**config.mk**
```make
export PLATFORM = sky130hd
export DESIGN_NAME = vga_timing_gen
export DESIGN_NICKNAME = d
export VERILOG_FILES = /design/src/rtl/vga_pkg.sv /design/src/rtl/vga_wrap_cnt.sv /design/src/rtl/vga_timing_gen.sv
export SDC_FILE = /design/constraint.sdc
export NUM_CORES = 1
export LEC_CHECK = 0
export CORE_ASPECT_RATIO = 0.5
export CORE_MARGIN = 3
export CORE_UTILIZATION = 48
export DETAILED_ROUTE_END_ITERATION = 16
export PLACE_DENSITY = 0.77
export SYNTH_ARGS = -nofsm -noshare
export SYNTH_HDL_FRONTEND = slang
export SYNTH_SLANG_ARGS = --single-unit
```
**constraint.sdc**
```tcl
create_clock -name clk -period 2.1 [get_ports clk]
set_clock_uncertainty 0.15 [all_clocks]
set_input_delay 0.42 -clock clk [delete_from_list [all_inputs] [get_ports clk]]
set_output_delay 0.42 -clock clk [all_outputs]
set_load 0.005 [all_outputs]
```
**src/rtl/vga_pkg.sv**
```systemverilog
// ---------------------------------------------------------------------------
// vga_pkg
// Shared definitions for the VGA raster timing generator:
//   - vga_timing_t : one complete set of horizontal/vertical raster timings
//   - VGA_640X480  : 640x480@60 preset (25.175 MHz pixel clock)
//   - VGA_800X600  : 800x600@60 preset (40 MHz pixel clock)
//   - vga_decode_t : per-pixel decode of the raster counters
//   - h_total / v_total / min_cw : helpers for sizing the counters
// ---------------------------------------------------------------------------
package vga_pkg;

  typedef struct packed {
    int h_display;
    int h_front;
    int h_sync;
    int h_back;
    int v_display;
    int v_front;
    int v_sync;
    int v_back;
  } vga_timing_t;

  localparam vga_timing_t VGA_640X480 = '{
    h_display: 640, h_front: 16, h_sync: 96,  h_back: 48,
    v_display: 480, v_front: 10, v_sync: 2,   v_back: 33
  };

  localparam vga_timing_t VGA_800X600 = '{
    h_display: 800, h_front: 40, h_sync: 128, h_back: 88,
    v_display: 600, v_front: 1,  v_sync: 4,   v_back: 23
  };

  // Decode of the current (h,v) position, before the polarity is applied.
  typedef struct packed {
    logic hs_act;
    logic vs_act;
    logic video_on;
    logic line_start;
    logic frame_start;
  } vga_decode_t;

  function automatic int h_total(input vga_timing_t t);
    return t.h_display + t.h_front + t.h_sync + t.h_back;
  endfunction

  function automatic int v_total(input vga_timing_t t);
    return t.v_display + t.v_front + t.v_sync + t.v_back;
  endfunction

  // Smallest counter width whose range 0..2^w-1 covers both totals.
  function automatic int min_cw(input int htot, input int vtot);
    int m;
    int w;
    m = (htot > vtot) ? htot : vtot;
    w = 1;
    for (int i = 1; i < 31; i++) begin
      if ((32'sd1 << i) < m) w = i + 1;
    end
    return w;
  endfunction

endpackage

```
**src/rtl/vga_wrap_cnt.sv**
```systemverilog
// ---------------------------------------------------------------------------
// vga_wrap_cnt
// Modulo-N up counter with enable and synchronous reset.
//   clk  : clock
//   rst  : synchronous active-high reset, clears the count to 0
//   ce   : count enable; the count advances by one per enabled edge
//   cnt  : current count, 0 .. N-1
//   wrap : high while cnt == N-1, i.e. the next enabled edge wraps to 0
// wrap is a plain terminal-count decode, not qualified by ce, so it can be
// ANDed with the enable to cascade a second counter.
// ---------------------------------------------------------------------------
module vga_wrap_cnt #(
  parameter int N = 800,
  parameter int W = 10
) (
  input  logic         clk,
  input  logic         rst,
  input  logic         ce,
  output logic [W-1:0] cnt,
  output logic         wrap
);

  localparam logic [W-1:0] LAST = W'(N - 1);

  logic [W-1:0] cnt_reg;
  logic [W-1:0] cnt_next;

  always_comb begin
    cnt_next = cnt_reg;
    if (ce) begin
      cnt_next = (cnt_reg == LAST) ? '0 : cnt_reg + 1'b1;
    end
  end

  always_ff @(posedge clk) begin
    if (rst) begin
      cnt_reg <= '0;
    end else begin
      cnt_reg <= cnt_next;
    end
  end

  assign cnt  = cnt_reg;
  assign wrap = (cnt_reg == LAST);

endmodule

```
**src/rtl/vga_timing_gen.sv**
```systemverilog
// ---------------------------------------------------------------------------
// vga_timing_gen
// Parametrised VGA/VESA raster timing generator with a pixel clock enable.
//   clk         : system clock
//   rst         : synchronous active-high reset (priority over ce)
//   ce          : pixel enable; one pixel advances per clk edge with ce=1
//   hsync       : horizontal sync, HSYNC_POL level while active
//   vsync       : vertical sync, VSYNC_POL level while active
//   video_on    : high inside the active display area
//   x, y        : position of the current output pixel (blanking included)
//   line_start  : high for the output pixel with x=0
//   frame_start : high for the output pixel with x=0, y=0
//   frame_cnt   : completed-frame count, wraps modulo 2^FW
// All outputs are registered from the decode of the counters as they stand
// before the edge, so they trail the internal (h,v) by one pixel.
// CW must satisfy 2^CW >= max(H_TOTAL, V_TOTAL); vga_pkg::min_cw gives it.
// ---------------------------------------------------------------------------
module vga_timing_gen
  import vga_pkg::*;
#(
  parameter int   H_DISPLAY = VGA_640X480.h_display,
  parameter int   H_FRONT   = VGA_640X480.h_front,
  parameter int   H_SYNC    = VGA_640X480.h_sync,
  parameter int   H_BACK    = VGA_640X480.h_back,
  parameter int   V_DISPLAY = VGA_640X480.v_display,
  parameter int   V_FRONT   = VGA_640X480.v_front,
  parameter int   V_SYNC    = VGA_640X480.v_sync,
  parameter int   V_BACK    = VGA_640X480.v_back,
  parameter logic HSYNC_POL = 1'b0,
  parameter logic VSYNC_POL = 1'b0,
  parameter int   CW        = 10,
  parameter int   FW        = 16
) (
  input  logic          clk,
  input  logic          rst,
  input  logic          ce,
  output logic          hsync,
  output logic          vsync,
  output logic          video_on,
  output logic [CW-1:0] x,
  output logic [CW-1:0] y,
  output logic          line_start,
  output logic          frame_start,
  output logic [FW-1:0] frame_cnt
);

  localparam int H_TOTAL = H_DISPLAY + H_FRONT + H_SYNC + H_BACK;
  localparam int V_TOTAL = V_DISPLAY + V_FRONT + V_SYNC + V_BACK;

  // Thresholds are held one bit wider than the counters: with a zero back
  // porch the sync end equals the total, which may be exactly 2^CW.
  localparam int CWX = CW + 1;
  localparam logic [CW:0] H_ACT_END = CWX'(H_DISPLAY);
  localparam logic [CW:0] HS_START  = CWX'(H_DISPLAY + H_FRONT);
  localparam logic [CW:0] HS_END    = CWX'(H_DISPLAY + H_FRONT + H_SYNC);
  localparam logic [CW:0] V_ACT_END = CWX'(V_DISPLAY);
  localparam logic [CW:0] VS_START  = CWX'(V_DISPLAY + V_FRONT);
  localparam logic [CW:0] VS_END    = CWX'(V_DISPLAY + V_FRONT + V_SYNC);

  // -------------------------------------------------------------------------
  // Raster counters: v steps only on the edge where h wraps.
  // -------------------------------------------------------------------------
  logic [CW-1:0] h_cnt;
  logic [CW-1:0] v_cnt;
  logic          h_wrap;
  logic          v_wrap;
  logic          v_ce;

  assign v_ce = ce & h_wrap;

  vga_wrap_cnt #(
    .N (H_TOTAL),
    .W (CW)
  ) u_h_cnt (
    .clk  (clk),
    .rst  (rst),
    .ce   (ce),
    .cnt  (h_cnt),
    .wrap (h_wrap)
  );

  vga_wrap_cnt #(
    .N (V_TOTAL),
    .W (CW)
  ) u_v_cnt (
    .clk  (clk),
    .rst  (rst),
    .ce   (v_ce),
    .cnt  (v_cnt),
    .wrap (v_wrap)
  );

  // -------------------------------------------------------------------------
  // Decode of the current counter position.
  // -------------------------------------------------------------------------
  logic [CW:0] h_ext;
  logic [CW:0] v_ext;
  vga_decode_t dec;

  assign h_ext = {1'b0, h_cnt};
  assign v_ext = {1'b0, v_cnt};

  always_comb begin
    dec             = '0;
    dec.hs_act      = (h_ext >= HS_START) && (h_ext < HS_END);
    dec.vs_act      = (v_ext >= VS_START) && (v_ext < VS_END);
    dec.video_on    = (h_ext < H_ACT_END) && (v_ext < V_ACT_END);
    dec.line_start  = (h_cnt == '0);
    dec.frame_start = (h_cnt == '0) && (v_cnt == '0);
  end

  // -------------------------------------------------------------------------
  // Output registers. They load only on enabled edges, so with ce low every
  // output (including a strobe) simply holds its last value.
  // -------------------------------------------------------------------------
  logic          hsync_reg;
  logic          vsync_reg;
  logic          video_on_reg;
  logic [CW-1:0] x_reg;
  logic [CW-1:0] y_reg;
  logic          line_start_reg;
  logic          frame_start_reg;
  logic [FW-1:0] frame_cnt_reg;
  // Set by the first frame_start after reset: that first frame is the one
  // just beginning, not a completed one, so it must not be counted.
  logic          started_reg;

  always_ff @(posedge clk) begin
    if (rst) begin
      hsync_reg       <= ~HSYNC_POL;
      vsync_reg       <= ~VSYNC_POL;
      video_on_reg    <= 1'b0;
      x_reg           <= '0;
      y_reg           <= '0;
      line_start_reg  <= 1'b0;
      frame_start_reg <= 1'b0;
      frame_cnt_reg   <= '0;
      started_reg     <= 1'b0;
    end else if (ce) begin
      hsync_reg       <= dec.hs_act ? HSYNC_POL : ~HSYNC_POL;
      vsync_reg       <= dec.vs_act ? VSYNC_POL : ~VSYNC_POL;
      video_on_reg    <= dec.video_on;
      x_reg           <= h_cnt;
      y_reg           <= v_cnt;
      line_start_reg  <= dec.line_start;
      frame_start_reg <= dec.frame_start;
      if (dec.frame_start) begin
        started_reg <= 1'b1;
        if (started_reg) begin
          frame_cnt_reg <= frame_cnt_reg + 1'b1;
        end
      end
    end
  end

  assign hsync       = hsync_reg;
  assign vsync       = vsync_reg;
  assign video_on    = video_on_reg;
  assign x           = x_reg;
  assign y           = y_reg;
  assign line_start  = line_start_reg;
  assign frame_start = frame_start_reg;
  assign frame_cnt   = frame_cnt_reg;

  // v_wrap is only needed by a cascaded third counter; nothing here uses it.
  logic unused_ok;
  assign unused_ok = v_wrap;

endmodule

```
==> flow_metrics.env, run 1 <==
export IMPL_grt_pass1_wl_um=12000
export IMPL_cts_tree="done"
export IMPL_grt_max_degree=42
export IMPL_clkSinkCount=62
export IMPL_critPathTopFamily="simple AND/OR/NAND/NOR gates"
export IMPL_status="finished clean"
export IMPL_synthToLayoutAreaGrowth_pct=35.2
export IMPL_layout_drive_gt1_share=0.161
export IMPL_hold_buffers=0
export IMPL_die_w_um=116
export IMPL_drt_iter0_drc=155
export IMPL_whs_ps=320
export IMPL_port_buffers=43
export IMPL_max_slew_margin=0.742
export IMPL_cts_max_level=3
export IMPL_core_area_sq_mm=0.00563
export IMPL_worstPathArrival_ps=2090
export IMPL_grt_pass1_vias=2563
export IMPL_syn_inst=322
export IMPL_final_antenna_net_count=0
export IMPL_dr_wl_met2_um=3500
export IMPL_critPathSlowestCell="mux2_2"
export IMPL_max_freq_mhz=491
export IMPL_wl_met1_um=3470
export IMPL_critPathRequiredTime_ps=2160
export IMPL_totalWireLength_um=7430
export IMPL_largest_reg_flops=16
export IMPL_p_seq_frac=0.449
export IMPL_p_int_mw=2.09
export IMPL_hold_viol=0
export IMPL_hold_class="reg2reg"
export IMPL_finalPower_mw=2.68
export IMPL_grt_overflow=0
export IMPL_gr_usage_all_layers=0.222
export IMPL_slowest_delay_ps=360
export IMPL_highest_layer="met4"
export IMPL_numCtsBuffers=9
export IMPL_root_buffer="clkbuf_16"
export IMPL_post_route_util=0.693
export IMPL_fin_crit_ps=2040
export IMPL_pwr_share_comb=0.067
export IMPL_antenna_cells=0
export IMPL_die_area_sq_mm=0.00704
export IMPL_p_clk_frac=0.484
export IMPL_critPathKind="reg2reg"
export IMPL_end_kind="flip-flop"
export IMPL_path_buf_inv=3
export IMPL_die_h_um=60.8
export IMPL_p_switching_uw=586
export IMPL_rows=19
export IMPL_power_density_mw_per_mm2=686
export IMPL_ys_types=42
export IMPL_mappedNetlistArea_sq_mm=0.00289
export IMPL_wire_per_inst_um=16.0
export IMPL_num_vias=2625
export IMPL_r2r_slack_ps=60
export IMPL_ys_seq_area_frac=0.430
export IMPL_setup_viol_count_final=0
export IMPL_routed_wl_met3_um=382
export IMPL_fin_area_sq_mm=0.00390
export IMPL_clk_latency_ps=320
export IMPL_placed_cell_area_sq_mm=0.00355
export IMPL_netSwitchingFraction=0.219
export IMPL_ys_ff_latch=62
export IMPL_path_cells="inv_1 -> ha_1 -> nor2b_2 -> nand4_1 -> buf_4 -> clkbuf_16 -> nor3_1 -> mux2_2"
export IMPL_synth_edf_count=0
export IMPL_ir_drop_uv=402
export IMPL_path_clk_slew_ps=50
export IMPL_start_util=0.512
export IMPL_async_flop_share=0
export IMPL_period_share=0.969
export IMPL_yosysWarnings=0
export IMPL_drc=0
export IMPL_dp_hpwl_um=4870
export IMPL_leakagePower_nw=1.48
export IMPL_drt_first_pass_iters=4
export IMPL_num_io_pins=44
export IMPL_synth_nets=331
export IMPL_crit_path_start_kind="flip-flop"
export IMPL_vias_per_cell=5.66
export IMPL_tightest_slew_ps=383
export IMPL_fin_nets=397
export IMPL_fillers=437
export IMPL_critPathMaxFanout=7
export IMPL_globalplace_congestion=0.872
export IMPL_ys_flop_type="dfxtp_1"
export IMPL_clockBufferDepth=2
export IMPL_syn_avg_cell_area_sq_um=8.96
export IMPL_report_final_slew_viol_count=0
export IMPL_antenna_found_initial=0
export IMPL_max_cap_violations=0
export IMPL_finalSetupTns_ps=0
timing repair:
| item | 4_1_cts | 5_1_grt |
|---|---|---|
| resized for setup | 0 | 10 |
| endpoints found under the setup margin | 0 | 15 |
| buffers inserted | 0 | 2 |
final timing paths:
path,startpoint,end,cells after the start
worst min register to register,video_on,video_on,2
worst max register to register,u_v_cnt.cnt[0],frame_cnt[10],8
worst max-delay path,u_v_cnt.cnt[0],frame_cnt[10],8
worst min-delay path,video_on,video_on,2
Yosys cell counts, types with 8 or more instances:
master     n  area [sq um]
inv_1     10          37.5
clkbuf_1  13          48.8
nor2_1    38           143
or4_1     13          97.6
o31ai_1   13          97.6
nand2_1   10          37.5
and3_1     8          50.1
nand4_1   15          93.8
a21oi_1   25           125
mux2i_1   20           200
nand3_1   13          65.1
dfxtp_1   62          1240
final cells by class:
type	instances	area (sq um)	share of cell area
Tap cell	73	91.3	0.0234
Inverter	10	37.5	0.00962
Timing Repair Buffer	79	767	0.197
Multi-Input combinational cell	226	1510	0.386
Clock buffer	12	246	0.0632
Sequential cell	62	1240	0.319
Clock inverter	2	10.0	0.00256
metrics by stage:
stage / std cells / setup slack (ps)
finish: 464 / 64.6
global route: 464 / -33.4
CTS: 460 / 2.47
detailed placement: 446 / -329
global placement: 446 / -272
floorplan: 322 / 139
tightest hold or removal path: cells and delay by family (launching register included):
family	cells	cell delay (ps)
and+or+nand+nor	1	60
AOI/OAI and AO/OA	1	60
DFF	1	300
kinds of logic (layout without fill, tap and decap cells):
logic type,count (synthesis),count (layout),synth area share
muxes,23,23,0.0811
DFF,62,62,0.430
adders and majority gates,6,6,0.0260
buffers and inverters,34,103,0.0507
AOI/OAI and AO/OA,49,49,0.0997
and+or+nand+nor,137,137,0.279
xor gates and xnor gates,11,11,0.0334
layout by cell type (no fill, tap or decap), drive strengths merged, types with 2 or more instances in the layout:
| master | count |
|---|---|
| dfxtp | 62 |
| clkdlybuf4s50 | 42 |
| nor2 | 38 |
| buf | 34 |
| a21oi | 25 |
| mux2i | 20 |
| nand4 | 15 |
| nand3 | 14 |
| clkbuf | 14 |
| o31ai | 13 |
| or4 | 13 |
| inv | 10 |
| nand2 | 10 |
| and3 | 8 |
| nor3 | 8 |
| o21ai | 7 |
| nand2b | 7 |
| xor2 | 7 |
| ha | 6 |
| or3 | 5 |
| nor2b | 5 |
| xnor2 | 4 |
| and4 | 4 |
| mux2 | 3 |
| nor4 | 3 |
| clkinv | 2 |
power by group through the flow:
| stage | clock network (mW) | registers [mW] | logic (mW) |
|---|---|---|---|
| finish | 1.30 | 1.20 | 0.179 |
| global route | 1.36 | 1.20 | 0.194 |
| CTS | 1.31 | 1.20 | 0.136 |
| detailed placement | 0 | 1.22 | 0.135 |
| global placement | 0 | 1.22 | 0.130 |
| floorplan | 0 | 1.22 | 0.0830 |
per-layer routing:
layer / global-route usage / vias to the layer above
met3: 0.0757 / 7
met5: 0 / -
met1: 0.276 / 1260
met2: 0.366 / 68
li1: - / 1290
met4: 0.0843 / 0
(Power assumes the default switching activity.)
==> run 2, diff against run 1 <==
--- a/config.mk
+++ b/config.mk
@@ -6,7 +6,7 @@
 export NUM_CORES = 1
 export LEC_CHECK = 0
 export CORE_ASPECT_RATIO = 0.5
-export CORE_MARGIN = 3
+export CORE_MARGIN = 2
 export CORE_UTILIZATION = 48
 export DETAILED_ROUTE_END_ITERATION = 16
 export PLACE_DENSITY = 0.77
==> flow_metrics.env, run 2 (synthesis gave the netlist of run 1 again) <==
export IMPL_hold_class="reg2reg"
export IMPL_drt_first_pass_iters=4
export IMPL_finalPower_mw=2.96
export IMPL_critPathSlowestCell="or4_1"
export IMPL_hold_buffers=0
export IMPL_layout_commonest_cell="dfxtp_1"
export IMPL_leakagePower_nw=1.52
export IMPL_power_density_mw_per_mm2=744
export IMPL_rows=19
export IMPL_hold_viol=0
export IMPL_core_area_sq_mm=0.00563
export IMPL_cts_max_level=3
export IMPL_ir_drop_uv=365
export IMPL_slowest_delay_ps=540
export IMPL_placed_cell_area_sq_mm=0.00356
export IMPL_globalplace_congestion=0.897
export IMPL_gr_usage_all_layers=0.231
export IMPL_num_io_pins=44
export IMPL_drc=0
export IMPL_path_buf_inv=2
export IMPL_grt_overflow=0
export IMPL_antenna_cells=0
export IMPL_max_freq_mhz=481
export IMPL_die_h_um=58.8
export IMPL_antenna_found_initial=0
export IMPL_layout_setup_ws_ps=22.7
export IMPL_max_cap_violations=0
export IMPL_layout_common_cells="dfxtp_1, clkdlybuf4s50_1, nor2_1"
export IMPL_max_slew_margin=0.762
export IMPL_stdcell_count=467
export IMPL_setup_viol_count_final=0
export IMPL_critPathTopFamily="simple AND/OR/NAND/NOR gates"
export IMPL_critPathKind="reg2reg"
export IMPL_layout_drive_gt1_share=0.173
export IMPL_die_area_sq_mm=0.00669
export IMPL_clockBufferDepth=2
export IMPL_path_clk_slew_ps=50
export IMPL_path_cells="nor4_4 -> nand4_1 -> buf_4 -> buf_12 -> or4_1 -> a21oi_1"
export IMPL_fin_area_sq_mm=0.00398
export IMPL_port_buffers=43
export IMPL_totalWireLength_um=7420
export IMPL_end_kind="flip-flop"
export IMPL_fin_crit_ps=2080
export IMPL_drt_iter0_drc=161
export IMPL_fin_nets=398
export IMPL_final_antenna_net_count=0
export IMPL_die_w_um=114
export IMPL_num_vias=2728
export IMPL_tightest_slew_ps=356
export IMPL_clk_latency_ps=330
export IMPL_crit_path_start_kind="flip-flop"
export IMPL_placed_cells=446
export IMPL_critPathRequiredTime_ps=2210
export IMPL_report_final_slew_viol_count=0
export IMPL_status="finished clean"
export IMPL_clkSinkCount=62
export IMPL_grt_pass1_wl_um=12000
export IMPL_wire_per_inst_um=15.9
export IMPL_period_share=0.989
export IMPL_root_buffer="clkbuf_16"
export IMPL_synthToLayoutAreaGrowth_pct=37.8
export IMPL_r2r_slack_ps=20
export IMPL_cts_tree="done"
export IMPL_dp_hpwl_um=4620
export IMPL_largest_reg_flops=16
export IMPL_grt_pass1_vias=2529
export IMPL_pre_cts_ws_ps=-282
export IMPL_numCtsBuffers=9
export IMPL_grt_max_degree=42
export IMPL_start_util=0.512
export IMPL_critPathMaxFanout=8
export IMPL_vias_per_cell=5.84
export IMPL_worstPathArrival_ps=2180
run 2: metal layers:
metal	GRT usage	vias up	part of all wire
li1	-	1292	-
met1	0.290	1310	0.45
met2	0.389	103	0.47
met3	0.0639	23	0.055
met4	0.0854	0	0.021
met5	0	-	0
run 2: worst paths after layout:
kind,startpoint,cells after the start,to
worst max-delay path,u_h_cnt.cnt[2],6,frame_cnt[6]
worst min-delay path,frame_start,2,frame_start
worst max register to register,u_h_cnt.cnt[2],6,frame_cnt[6]
worst min register to register,frame_start,2,frame_start
run 2: final cells by class:
type                    instances  area, sq um
clock inverters                 4         70.1
flip-flops and latches         62         1240
well taps                      73         91.3
clock buffers                  12          246
fillers                       406         1660
multi-input cells             226         1520
inverters                      10         37.5
repair buffers                 80          774
run 2: worst min-delay path, delay by kind of cell, from the launching register on:
family,cells,cell delay (ps)
and+or+nand+nor,1,70
AOI/OAI and AO/OA,1,60
DFF,1,310
run 2: where the power goes:
part	switching (mW)	internal, mW
combinational	0.0883	0.0904
clock	0.513	1.07
sequential	0.0102	1.19
total	0.611	2.35
run 2: through the flow:
step / TNS (ps) / hold WS [ps] / util
after floorplan: 0 / 293 / -
after detailed placement: -5250 / 325 / 0.633
after global placement: -4240 / 309 / 0.633
after CTS: 0 / 337 / 0.689
after global routing: -54.4 / 360 / 0.706
final: 0 / 329 / 0.706
run 2: what timing repair did:
action,CTS,global route
gates resized for setup,0,10
buffers inserted,0,3
setup endpoints to repair,0,16
